$ cat config.mk
export PLATFORM = sky130hd
export DESIGN_NAME = bcd_serial_rx
export DESIGN_NICKNAME = d
export VERILOG_FILES = /design/src/rtl/bcd_serial_rx_pkg.sv /design/src/rtl/bcd_serial_rx_shift_reg.sv /design/src/rtl/bcd_serial_rx.sv
export SDC_FILE = /design/constraint.sdc
export NUM_CORES = 1
export LEC_CHECK = 0
export ABC_AREA = 1
export CORE_MARGIN = 2
export CORE_UTILIZATION = 50
export DETAILED_ROUTE_END_ITERATION = 8
export PLACE_DENSITY = 0.89
export SYNTH_ARGS = -nofsm -noshare
export SYNTH_HDL_FRONTEND = slang
export SYNTH_SLANG_ARGS = --single-unit
$ cat constraint.sdc
create_clock -name clk -period 1.78 [get_ports clk]
set_input_delay 0.356 -clock clk [delete_from_list [all_inputs] [get_ports clk]]
set_output_delay 0.356 -clock clk [all_outputs]
set_load 0.05 [all_outputs]
$ cat src/rtl/bcd_serial_rx_pkg.sv
// Shared definitions for the BCD serial receiver: FSM encoding, frame length, BCD limit.
// Frame length grows to 5 bits (4 data + odd parity) when BCD_RX_PARITY_EN is defined.
package bcd_serial_rx_pkg;

    typedef enum logic [1:0] {
        IDLE  = 2'd0,
        SHIFT = 2'd1,
        CHECK = 2'd2
    } rx_state_e;

    localparam logic [3:0] BCD_MAX = 4'd9;

`ifdef BCD_RX_PARITY_EN
    localparam int FRAME_BITS = 5;
`else
    localparam int FRAME_BITS = 4;
`endif

    localparam int BCNT_W = 3;

    function automatic logic is_bcd(input logic [3:0] v);
        return (v <= BCD_MAX);
    endfunction

endpackage

$ cat src/rtl/bcd_serial_rx_shift_reg.sv
// Serial-in shift register with bit counter; clear and load in the same cycle
// restarts the frame with the incoming bit as its first bit.
module bcd_shift_reg #(
    parameter int W         = 4,
    parameter bit MSB_FIRST = 1'b1,
    parameter int CW        = 3
) (
    input  logic          clk,
    input  logic          rst_n,
    input  logic          clr,
    input  logic          load_en,
    input  logic          bit_in,
    output logic [W-1:0]  data,
    output logic [CW-1:0] bit_cnt
);

    logic [W-1:0]  data_base;
    logic [CW-1:0] cnt_base;

    assign data_base = clr ? '0 : data;
    assign cnt_base  = clr ? '0 : bit_cnt;

    always_ff @(posedge clk) begin
        if (!rst_n) begin
            data    <= '0;
            bit_cnt <= '0;
        end else if (load_en) begin
            // MSB-first shifts toward bit W-1 so the first bit ends up on top
            if (MSB_FIRST)
                data <= {data_base[W-2:0], bit_in};
            else
                data <= {bit_in, data_base[W-1:1]};
            bit_cnt <= cnt_base + CW'(1);
        end else begin
            data    <= data_base;
            bit_cnt <= cnt_base;
        end
    end

endmodule

$ cat src/rtl/bcd_serial_rx.sv
// Bit-serial BCD digit receiver feeding the divby3or5 checker; rejects codes 10-15.
// Define BCD_RX_PARITY_EN for 5-bit frames carrying a trailing odd-parity bit.
module bcd_serial_rx
    import bcd_serial_rx_pkg::*;
#(
    parameter bit MSB_FIRST = 1'b1,
    parameter int CNT_W     = 8
) (
    input  logic             clk,
    input  logic             rst_n,
    input  logic             s_in,
    input  logic             s_valid,
    input  logic             abort,
    output logic [3:0]       bcd,
    output logic             bcd_valid,
    output logic             bcd_err,
    output logic             busy,
    output logic [CNT_W-1:0] dig_cnt
);

    localparam logic [BCNT_W-1:0] LAST_CNT = BCNT_W'(FRAME_BITS - 1);

    rx_state_e               state_q, state_d;
    logic                    sr_clr, sr_load, do_check;
    logic [FRAME_BITS-1:0]   frame;
    logic [BCNT_W-1:0]       bit_cnt;
    logic [3:0]              digit;
    logic                    frame_ok;

    bcd_shift_reg #(
        .W         (FRAME_BITS),
        .MSB_FIRST (MSB_FIRST),
        .CW        (BCNT_W)
    ) u_shift (
        .clk     (clk),
        .rst_n   (rst_n),
        .clr     (sr_clr),
        .load_en (sr_load),
        .bit_in  (s_in),
        .data    (frame),
        .bit_cnt (bit_cnt)
    );

`ifdef BCD_RX_PARITY_EN
    // Parity is the last bit received, so it sits at the opposite end from the first data bit
    assign digit    = MSB_FIRST ? frame[4:1] : frame[3:0];
    assign frame_ok = (^frame) && is_bcd(digit);
`else
    assign digit    = frame;
    assign frame_ok = is_bcd(digit);
`endif

    always_ff @(posedge clk) begin
        if (!rst_n)
            state_q <= IDLE;
        else
            state_q <= state_d;
    end

    always_comb begin
        state_d  = state_q;
        sr_clr   = 1'b0;
        sr_load  = 1'b0;
        do_check = 1'b0;
        if (abort) begin
            state_d = IDLE;
            sr_clr  = 1'b1;
        end else begin
            case (state_q)
                IDLE: begin
                    if (s_valid) begin
                        sr_load = 1'b1;
                        state_d = SHIFT;
                    end
                end
                SHIFT: begin
                    if (s_valid) begin
                        sr_load = 1'b1;
                        if (bit_cnt == LAST_CNT)
                            state_d = CHECK;
                    end
                end
                CHECK: begin
                    // A bit arriving now starts the next frame rather than being dropped
                    do_check = 1'b1;
                    sr_clr   = 1'b1;
                    if (s_valid) begin
                        sr_load = 1'b1;
                        state_d = SHIFT;
                    end else begin
                        state_d = IDLE;
                    end
                end
                default: begin
                    state_d = IDLE;
                    sr_clr  = 1'b1;
                end
            endcase
        end
    end

    always_ff @(posedge clk) begin
        if (!rst_n) begin
            bcd       <= 4'd0;
            bcd_valid <= 1'b0;
            bcd_err   <= 1'b0;
            dig_cnt   <= '0;
        end else begin
            bcd_valid <= 1'b0;
            bcd_err   <= 1'b0;
            if (do_check) begin
                if (frame_ok) begin
                    bcd       <= digit;
                    bcd_valid <= 1'b1;
                    if (dig_cnt != '1)
                        dig_cnt <= dig_cnt + CNT_W'(1);
                end else begin
                    bcd_err <= 1'b1;
                end
            end
        end
    end

    assign busy = (state_q == SHIFT);

endmodule

==> results.md, run 1 <==
Logic synthesis:
- The most frequent cell after synthesis is sky130_fd_sc_hd__nand2_1.
- The number of distinct library cells after synthesis is 21.
- The cell area that synthesis handed to floorplanning was about 0.0011 mm^2.
- The synthesized netlist net count is 166.
- Sequential elements use 42.59% of the synthesized area.
- Counting flops with an async set or reset pin after synthesis yields a share of 0%.
- Synthesis produced 159 cells.
- After synthesis, the most frequently instantiated cells are sky130_fd_sc_hd__nand2_1 (39), sky130_fd_sc_hd__nor2_1 (29), sky130_fd_sc_hd__dfxtp_1 (23), sky130_fd_sc_hd__inv_1 (19), sky130_fd_sc_hd__a21oi_1 (12).
- The synthesized area divided by synthesized cell count is 6.799 um^2.
- The number of warnings issued by yosys is 0.
- The post-synthesis cell type with the largest combined area is sky130_fd_sc_hd__dfxtp_1.
- In this run, synthesis produced a sequential element count of 23.
- Sorting the synthesized cells by area gives the leading types as sky130_fd_sc_hd__dfxtp_1 (43%), sky130_fd_sc_hd__nand2_1 (14%), sky130_fd_sc_hd__nor2_1 (10%).
- The fraction of synthesized cell area taken by the top area cell type is about 43%.
- The most used flip-flop cell after synthesis is sky130_fd_sc_hd__dfxtp_1.
- The synthesized design contains 0 enable-type register cells.

CTS:
- The clock latency of the later-clocked register in the worst-skew pair is just over 0.3 ns.
- TritonCTS built the clock tree.
- Clock-pin slew was measured on the worst setup and hold paths at approximately 0.12 ns.
- The clock root buffer is sky130_fd_sc_hd__clkbuf_4.
- The maximum clock insertion buffer count is 2.
- Buffers inserted during clock tree synthesis total 3.
- The setup fix buffers added after clock tree synthesis is 0.
- The maximum level of the CTS H-tree is 1.
- In this run, post-CTS repair resized a total of 0 instances.
- The clock drives 23 sinks.
- In this run, post-CTS hold repair placed 0 buffers.

GRT:
- The pin count of the biggest net entering global routing is 13.
- For this run, global-route usage on met2 was measured as 41.01%.
- The initial antenna violation count is 0.
- Summed over all layers, the global routing overflow is 0.
- The number of global-route vias before repair is between 1,000 and 1,500.
- For this run, the total global-route usage over all layers was measured as 21.41%.
- The first global-routing pass estimated 4.195 mm of wire.
- The met1 routing resource usage after global routing is 23.68%.
- The layer with the highest usage after global routing is met2.
- The met3 track demand over resource in global routing is around 3.6%.

STA:
- The worst path uses 86.31% of the clock period.
- Based on the critical path, the design can be clocked at up to around 0.65 GHz.
- Setup violations remaining at the end of the flow were counted as 0.
- The count of endpoints failing hold in the final timing report is 0.
- The relative slew slack is 73.97%.
- The worst path in the final design needs a cycle of 1.536 ns, including I/O delays and setup.
- On the final layout, the worst clock skew is 0.007183 ns.
- The total count of max-transition violations in the final report is 0.
- Setup repair after global routing left no endpoint under its margin.
- The transition time at the pin with the least slew margin is between 0.3 and 0.4 ns.

Floorplan:
- The floorplan has 16 rows.
- Measured along the y axis, the die boundary spans approximately 50 um.
- The initial standard-cell utilization of the core is 54.00%.
- The I/O pin count is 20.
- The die width is 50.50 um.
- In this run the standard cell core region covers 0.002002 mm^2.
- The die covers 0.002550 mm^2.

Critical path:
- The worst setup path is launched from a register.
- The largest fanout on the critical path is 3.
- In this run the critical register-to-register path is captured at dig_cnt[4].
- The kind of end point of the critical path is an output pin.
- Data on the critical path is required at its endpoint by 1.42 ns.
- At the worst endpoint, the arrival time is 1.18 ns.
- The reg-to-reg setup timing slack is 0.42 ns.
- The depth of the most critical reg-to-reg path is 7.
- The start of the worst register-to-register path is dig_cnt[1].
- The setup path with the least slack is of type reg2out.

Min path:
- The sink of the worst hold path is bcd[0].
- Counting instances, the worst hold path has a depth of 2.
- The worst hold-check path type is reg2reg.
- The source of the worst hold timing path is u_shift.data[0].

Power and ir drop:
- The areal power density over the cells is 621.0 mW/mm^2.
- In this run the static leakage power is 0.0005666 uW.
- Summing internal, switching and leakage power gives 832.1 uW.
- The worst-case IR drop observed on VDD is 0.4978 mV.

Cells and area:
- The area of the multi-input gates is 541.8 um^2.
- At the end of the flow, the number of nets in the layout was between 150 and 200.
- 0 antenna diodes ended up in the layout.
- The area growth from synthesis to layout is 23.96%.
- The total area of sequential cells is 460.4 um^2.
- The number of fillers in the final layout is 173.
- At the end of the flow the core is filled with cells to 66.94%.
- Of the cells placed in the final design, the portion with a size suffix greater than 1 is 16.67%.

Drt:
- The via count is 1,056.
- The first TritonRoute pass finished after 4 iterations.
- In this run, the number of DRC markers left after iteration 0 of detailed routing was 26.
- The number of nets still failing antenna checks after routing is 0.
- The wire length after detailed routing is 2.333 mm.
- The wire length per cell is 10.95 um.
- In the routed design, unresolved DRC markers number 0.
- In the routed layout, each cell is associated on average with a via count of 4.958.

Placed design:
- Summed over all nets, the half-perimeter wirelength after detailed placement is 1.845 mm.
- The count of buffers from port buffering is 19.
- Routability-driven placement finished with a final weighted congestion of 0.8020.

Job:
- Across the run, the number of max-cap violations was 0.

Run status:
- The flow ran to the end, and the final reports show no timing, DRC or antenna violations.
==> area by class of cell <==
type	count	share of cell area, %
well taps	27	2.521
clock buffers	4	1.961
multi-input cells	115	40.43
repair buffers	24	15.13
inverters	20	5.602
flip-flops and latches	23	34.36
==> power breakdown <==
part	internal (uW)	leakage [uW]	switching [uW]	total [uW]
clock network	87.4	0.0000150	148	235
logic	28.8	0.000366	42.8	71.6
registers	521	0.000186	4.51	525
==> state kept, by name, indices dropped and copies added, names as in the netlist <==
signal / count
u_shift.bit_cnt: 3
dig_cnt: 8
bcd_err: 1
u_shift.data: 4
bcd: 4
bcd_valid: 1
state_q: 2
==> cell families (layout without fill, tap and decap cells) <==
family / count (synthesis) / after routing / synth area share, %
adder cells (fa/ha/maj): 2 / 2 / 2.314
buffers and inverters: 21 / 48 / 7.291
AO/OA/AOI/OAI: 22 / 22 / 10.30
XOR/XNOR: 3 / 3 / 2.431
flip-flops: 23 / 23 / 42.59
AND/OR/NAND/NOR: 88 / 88 / 35.07
==> cells in the final DEF, fill, tap and decap left out, types with 3 or more instances in the layout <==
master,count
sky130_fd_sc_hd__nand2_1,39
sky130_fd_sc_hd__nor2_1,29
sky130_fd_sc_hd__dfxtp_1,23
sky130_fd_sc_hd__inv_1,19
sky130_fd_sc_hd__buf_4,19
sky130_fd_sc_hd__a21oi_1,12
sky130_fd_sc_hd__nand3_1,9
sky130_fd_sc_hd__o21ai_0,7
sky130_fd_sc_hd__clkdlybuf4s50_1,4
sky130_fd_sc_hd__clkbuf_4,3
==> per-stage QoR <==
stage	TNS, ns	instances	hold WS, ns	instance area (um^2)	setup slack (ns)
after detailed placement	-0.03409	209	0.4495	1314	-0.03409
after global routing	0	213	0.4931	1340	0.07822
after CTS	0	213	0.4678	1340	0.2302
final	0	213	0.4677	1340	0.2437
after floorplan	0	159	0.4294	1081	0.1520
after global placement	0	209	0.4516	1314	0.03995
==> worst max-delay path by stage <==
stage                     from            endpoint  slack [ns]  cells after the start
floorplan           dig_cnt[1]          dig_cnt[4]        0.15                      7
global placement         abort  u_shift.bit_cnt[2]        0.04                      8
detailed placement       abort  u_shift.bit_cnt[2]       -0.03                      9
CTS                 state_q[0]                busy        0.23                      3
global route             abort  u_shift.bit_cnt[2]        0.08                      9
finish              state_q[0]                busy        0.24                      3
==> critical path, cell delays in order, from the launching register on <==
cell	delay, ns
sky130_fd_sc_hd__dfxtp_1	0.37
sky130_fd_sc_hd__inv_1	0.09
sky130_fd_sc_hd__nor2_1	0.24
sky130_fd_sc_hd__buf_12	0.18
==> routing by layer <==
metal  vias to the layer above  wire [um]
li1                        562          -
met1                       476        989
met2                        18       1272
met3                         0         72
met4                         0          0
met5                         -          0
Note: power is estimated with default switching activity, not from simulation.
==> run 2, diff against run 1 <==
--- a/config.mk
+++ b/config.mk
@@ -6,10 +6,11 @@
 export NUM_CORES = 1
 export LEC_CHECK = 0
 export ABC_AREA = 1
+export ABC_CLOCK_PERIOD_IN_PS = 1600
 export CORE_MARGIN = 2
 export CORE_UTILIZATION = 50
 export DETAILED_ROUTE_END_ITERATION = 8
-export PLACE_DENSITY = 0.89
+export PLACE_DENSITY_LB_ADDON = 0.25
 export SYNTH_ARGS = -nofsm -noshare
 export SYNTH_HDL_FRONTEND = slang
 export SYNTH_SLANG_ARGS = --single-unit
==> constraint.sdc (replaced) <==
create_clock -name clk -period 1.6 [get_ports clk]
set_input_delay 0.32 -clock clk [delete_from_list [all_inputs] [get_ports clk]]
set_output_delay 0.32 -clock clk [all_outputs]
set_load 0.05 [all_outputs]
==> results.md, run 2 (same netlist as run 1, synthesis figures left out) <==
Cells and area:
- Ranked by flip-flop count, first place goes to dig_cnt.
- The layout net count is 201 (+3.6%).
- From synthesis to final layout, the design area changed by 36.34%.
- The largest registers in the layout are dig_cnt x8, bcd x4, u_shift.data x4.
- The antenna cell count is 0 (unchanged).
- The flip-flop count of the largest register, all copies and words added is 8 (unchanged).
- The most common library cell in the layout ignoring fill and taps is sky130_fd_sc_hd__nand2_1.
- The proportion of layout cells with a drive suffix above 1 is 21.76% (+5.1 points).
- In the layout the commonest cells are sky130_fd_sc_hd__nand2_1 (39), sky130_fd_sc_hd__nor2_1 (28), sky130_fd_sc_hd__dfxtp_1 (21).

STA:
- The transition time at the pin with the least slew margin came to 0.4070 ns (+0.02013 ns).
- The worst clock skew came to 0.006498 ns (-0.0006852 ns).
- Setup repair after global routing left no endpoint under its margin.
- The count of endpoints failing hold in the final timing report is 0 (unchanged).
- The worst hold slack after final layout is 0.4702 ns (+0.002504 ns).
- The relative slew slack was 72.61% (-1.4 points).
- The accumulated negative setup slack came to 0 ns (unchanged).
- The worst path uses roughly 93% of the clock period.
- The final count of negative-setup-slack endpoints came to 0 (unchanged).
- For this run, the top clock speed supported by timing is 0.6710 GHz.
- The total count of max-transition violations in the final report is 0 (unchanged).
- The worst path in the final design needs a cycle of 1.490 ns, including I/O delays and setup.

Job:
- The max-capacitance violation count came to 0 (unchanged).

Critical path:
- The critical register-to-register path endpoint is u_shift.bit_cnt[2].
- The depth of the most critical reg-to-reg path was 8 (+1).
- The beginning of the critical path is abort.
- The largest fanout on the critical path is 5 (+2).
- STA classifies the critical path endpoint as a register.
- The startpoint kind of the worst setup timing path is a primary input.
- The arrival time of the worst setup path is 1.75 ns (+0.57 ns).
- The required time of the critical path is 1.86 ns (+0.44 ns).
- The timing endpoint of the critical path is u_shift.bit_cnt[2].
- The reg-to-reg setup timing slack came to 0.22 ns (-0.20 ns).
- The critical path is of the in2reg type.
- The start of the worst register-to-register path is state_q[1].

CTS:
- The register clock-pin slew on the reported worst setup and hold paths is 0.13 ns (about the same).
- The maximum level of the CTS H-tree is 1 (unchanged).
- The clock latency of the later-clocked register in the worst-skew pair is 0.31 ns (about the same).
- The maximum clock insertion buffer count was 2 (unchanged).
- The total clock sinks is 23 (unchanged).
- CTS placed an instance of sky130_fd_sc_hd__clkbuf_4 at the clock tree root.
- The CTS tree is yes.
- The number of buffers inserted during clock tree synthesis came to 3 (unchanged).

Power and ir drop:
- The leakage component of the power is 0.0006189 uW (+9.2%).
- The areal power density over the cells came to 640.5 mW/mm^2 (+3.2%).
- The worst ir drop on vdd was 0.5993 mV (+20%).

GRT:
- met2 is the most crowded layer.
- The global router's overall resource usage is 20.74% (-0.67 points).
- The routing usage on met2 is 39.25% (-1.8 points).
- The met1 routing resource usage after global routing is 22.62% (-1.1 points).
- The number of global-route vias before repair is 1,047 (+0.58%).
- The pin count of the biggest net entering global routing was 14 (+1).
- The global-route wire length before repair came to 4.084 mm (-2.6%).
- The met3 track demand over resource in global routing is 3.571% (unchanged).
- The overall overflow remaining after global route is 0 (unchanged).
- The initial antenna violation count is 0 (unchanged).

Drt:
- The wire length per cell is 10.81 um (-1.3%).
- The wire length after detailed routing is 2.379 mm (+2.0%).
- The number of nets still failing antenna checks after routing is 0 (unchanged).
- The number of detailed-routing iterations run before antenna repair was 4 (unchanged).
- The via count was 1,089 (+3.1%).
- The number of vias per cell after detailed routing is 4.950 (-0.16%).
- The DRC marker count from the first detailed-route iteration was 24 (-7.7%).
- The detailed-route DRC error count is 0 (unchanged).

Floorplan:
- The core outline area is 0.002002 mm^2 (unchanged).
- The die width was 50.50 um (unchanged).
- The overall die area is 0.002550 mm^2 (unchanged).
- The die outline height came to 50.50 um (unchanged).
- The site row count is 16 (unchanged).
- The I/O pin count was 20 (unchanged).
- The initial standard-cell utilization of the core came to 54.00% (unchanged).

Min path:
- The tightest min-delay check is of the reg2reg type.
- The source of the worst hold timing path is bcd[1].

Run status:
- The flow ran to the end, and the final reports show no timing, DRC or antenna violations.

Placed design:
- The final HPWL from detailed placement came to 1.882 mm (+2.0%).
- The routability-driven placement congestion ratio is 0.8587 (+7.1%).
- The count of buffers from port buffering is 19 (unchanged).
-- run 2: power breakdown --
part	internal, uW	switching, uW	leakage (uW)	total (uW)
registers	579	4.99	0.000187	584
logic	40.4	48.9	0.000414	89.4
clock network	93.3	177	0.0000177	270
-- run 2: how the worst min path moves through the flow --
stage / to / cells past startpoint / slack [ns]
floorplan: bcd[0] / 2 / 0.43
global placement: bcd[2] / 2 / 0.45
detailed placement: bcd[1] / 2 / 0.45
CTS: bcd[1] / 2 / 0.47
global route: bcd[1] / 2 / 0.51
finish: bcd[1] / 2 / 0.47
-- run 2: final cells by class --
type / count / area (um^2)
clock buffers: 3 / 22.52
well taps: 27 / 33.78
multi-input cells: 115 / 544.3
flip-flops and latches: 23 / 462.9
repair buffers: 31 / 330.3
inverters: 20 / 75.07
fillers: 161 / 528.0
clock inverters: 1 / 5.005
-- run 2: routing by layer --
layer / vias up / share of wire [%]
li1: 571 / -
met1: 487 / 42
met2: 25 / 52
met3: 6 / 4.6
met4: 0 / 1.7
met5: - / 0
-- run 2: repair_timing --
action | in CTS | in global routing
setup buffers | 0 | 0
hold buffers | 0 | 0
endpoints found under the setup margin | 0 | 1
resized for setup | 0 | 1
-- run 2: critical path, cell delays in order --
cell	delay [ns]
sky130_fd_sc_hd__clkdlybuf4s50_1	0.48
sky130_fd_sc_hd__nor2_2	0.23
sky130_fd_sc_hd__inv_2	0.07
sky130_fd_sc_hd__nor2_2	0.12
sky130_fd_sc_hd__ha_1	0.17
sky130_fd_sc_hd__inv_1	0.05
sky130_fd_sc_hd__o21ai_0	0.16
sky130_fd_sc_hd__nand2_1	0.07
sky130_fd_sc_hd__nor2_1	0.07
-- run 2: through the flow --
| step | power, uW | instances | setup WS [ns] | area [um^2] | utilization, % |
|---|---|---|---|---|---|
| 2_1_floorplan | 637.6 | 159 | 0.1302 | 1084 | - |
| 3_3_place_gp | 683.4 | 216 | -0.1433 | 1444 | 72.13 |
| 3_5_place_dp | 685.8 | 216 | -0.2838 | 1444 | 72.13 |
| 4_1_cts | 944.2 | 220 | 0.04355 | 1471 | 73.50 |
| 5_1_grt | 981.3 | 220 | 0.001902 | 1474 | 73.63 |
| 6_report | 944.1 | 220 | 0.1097 | 1474 | 73.63 |
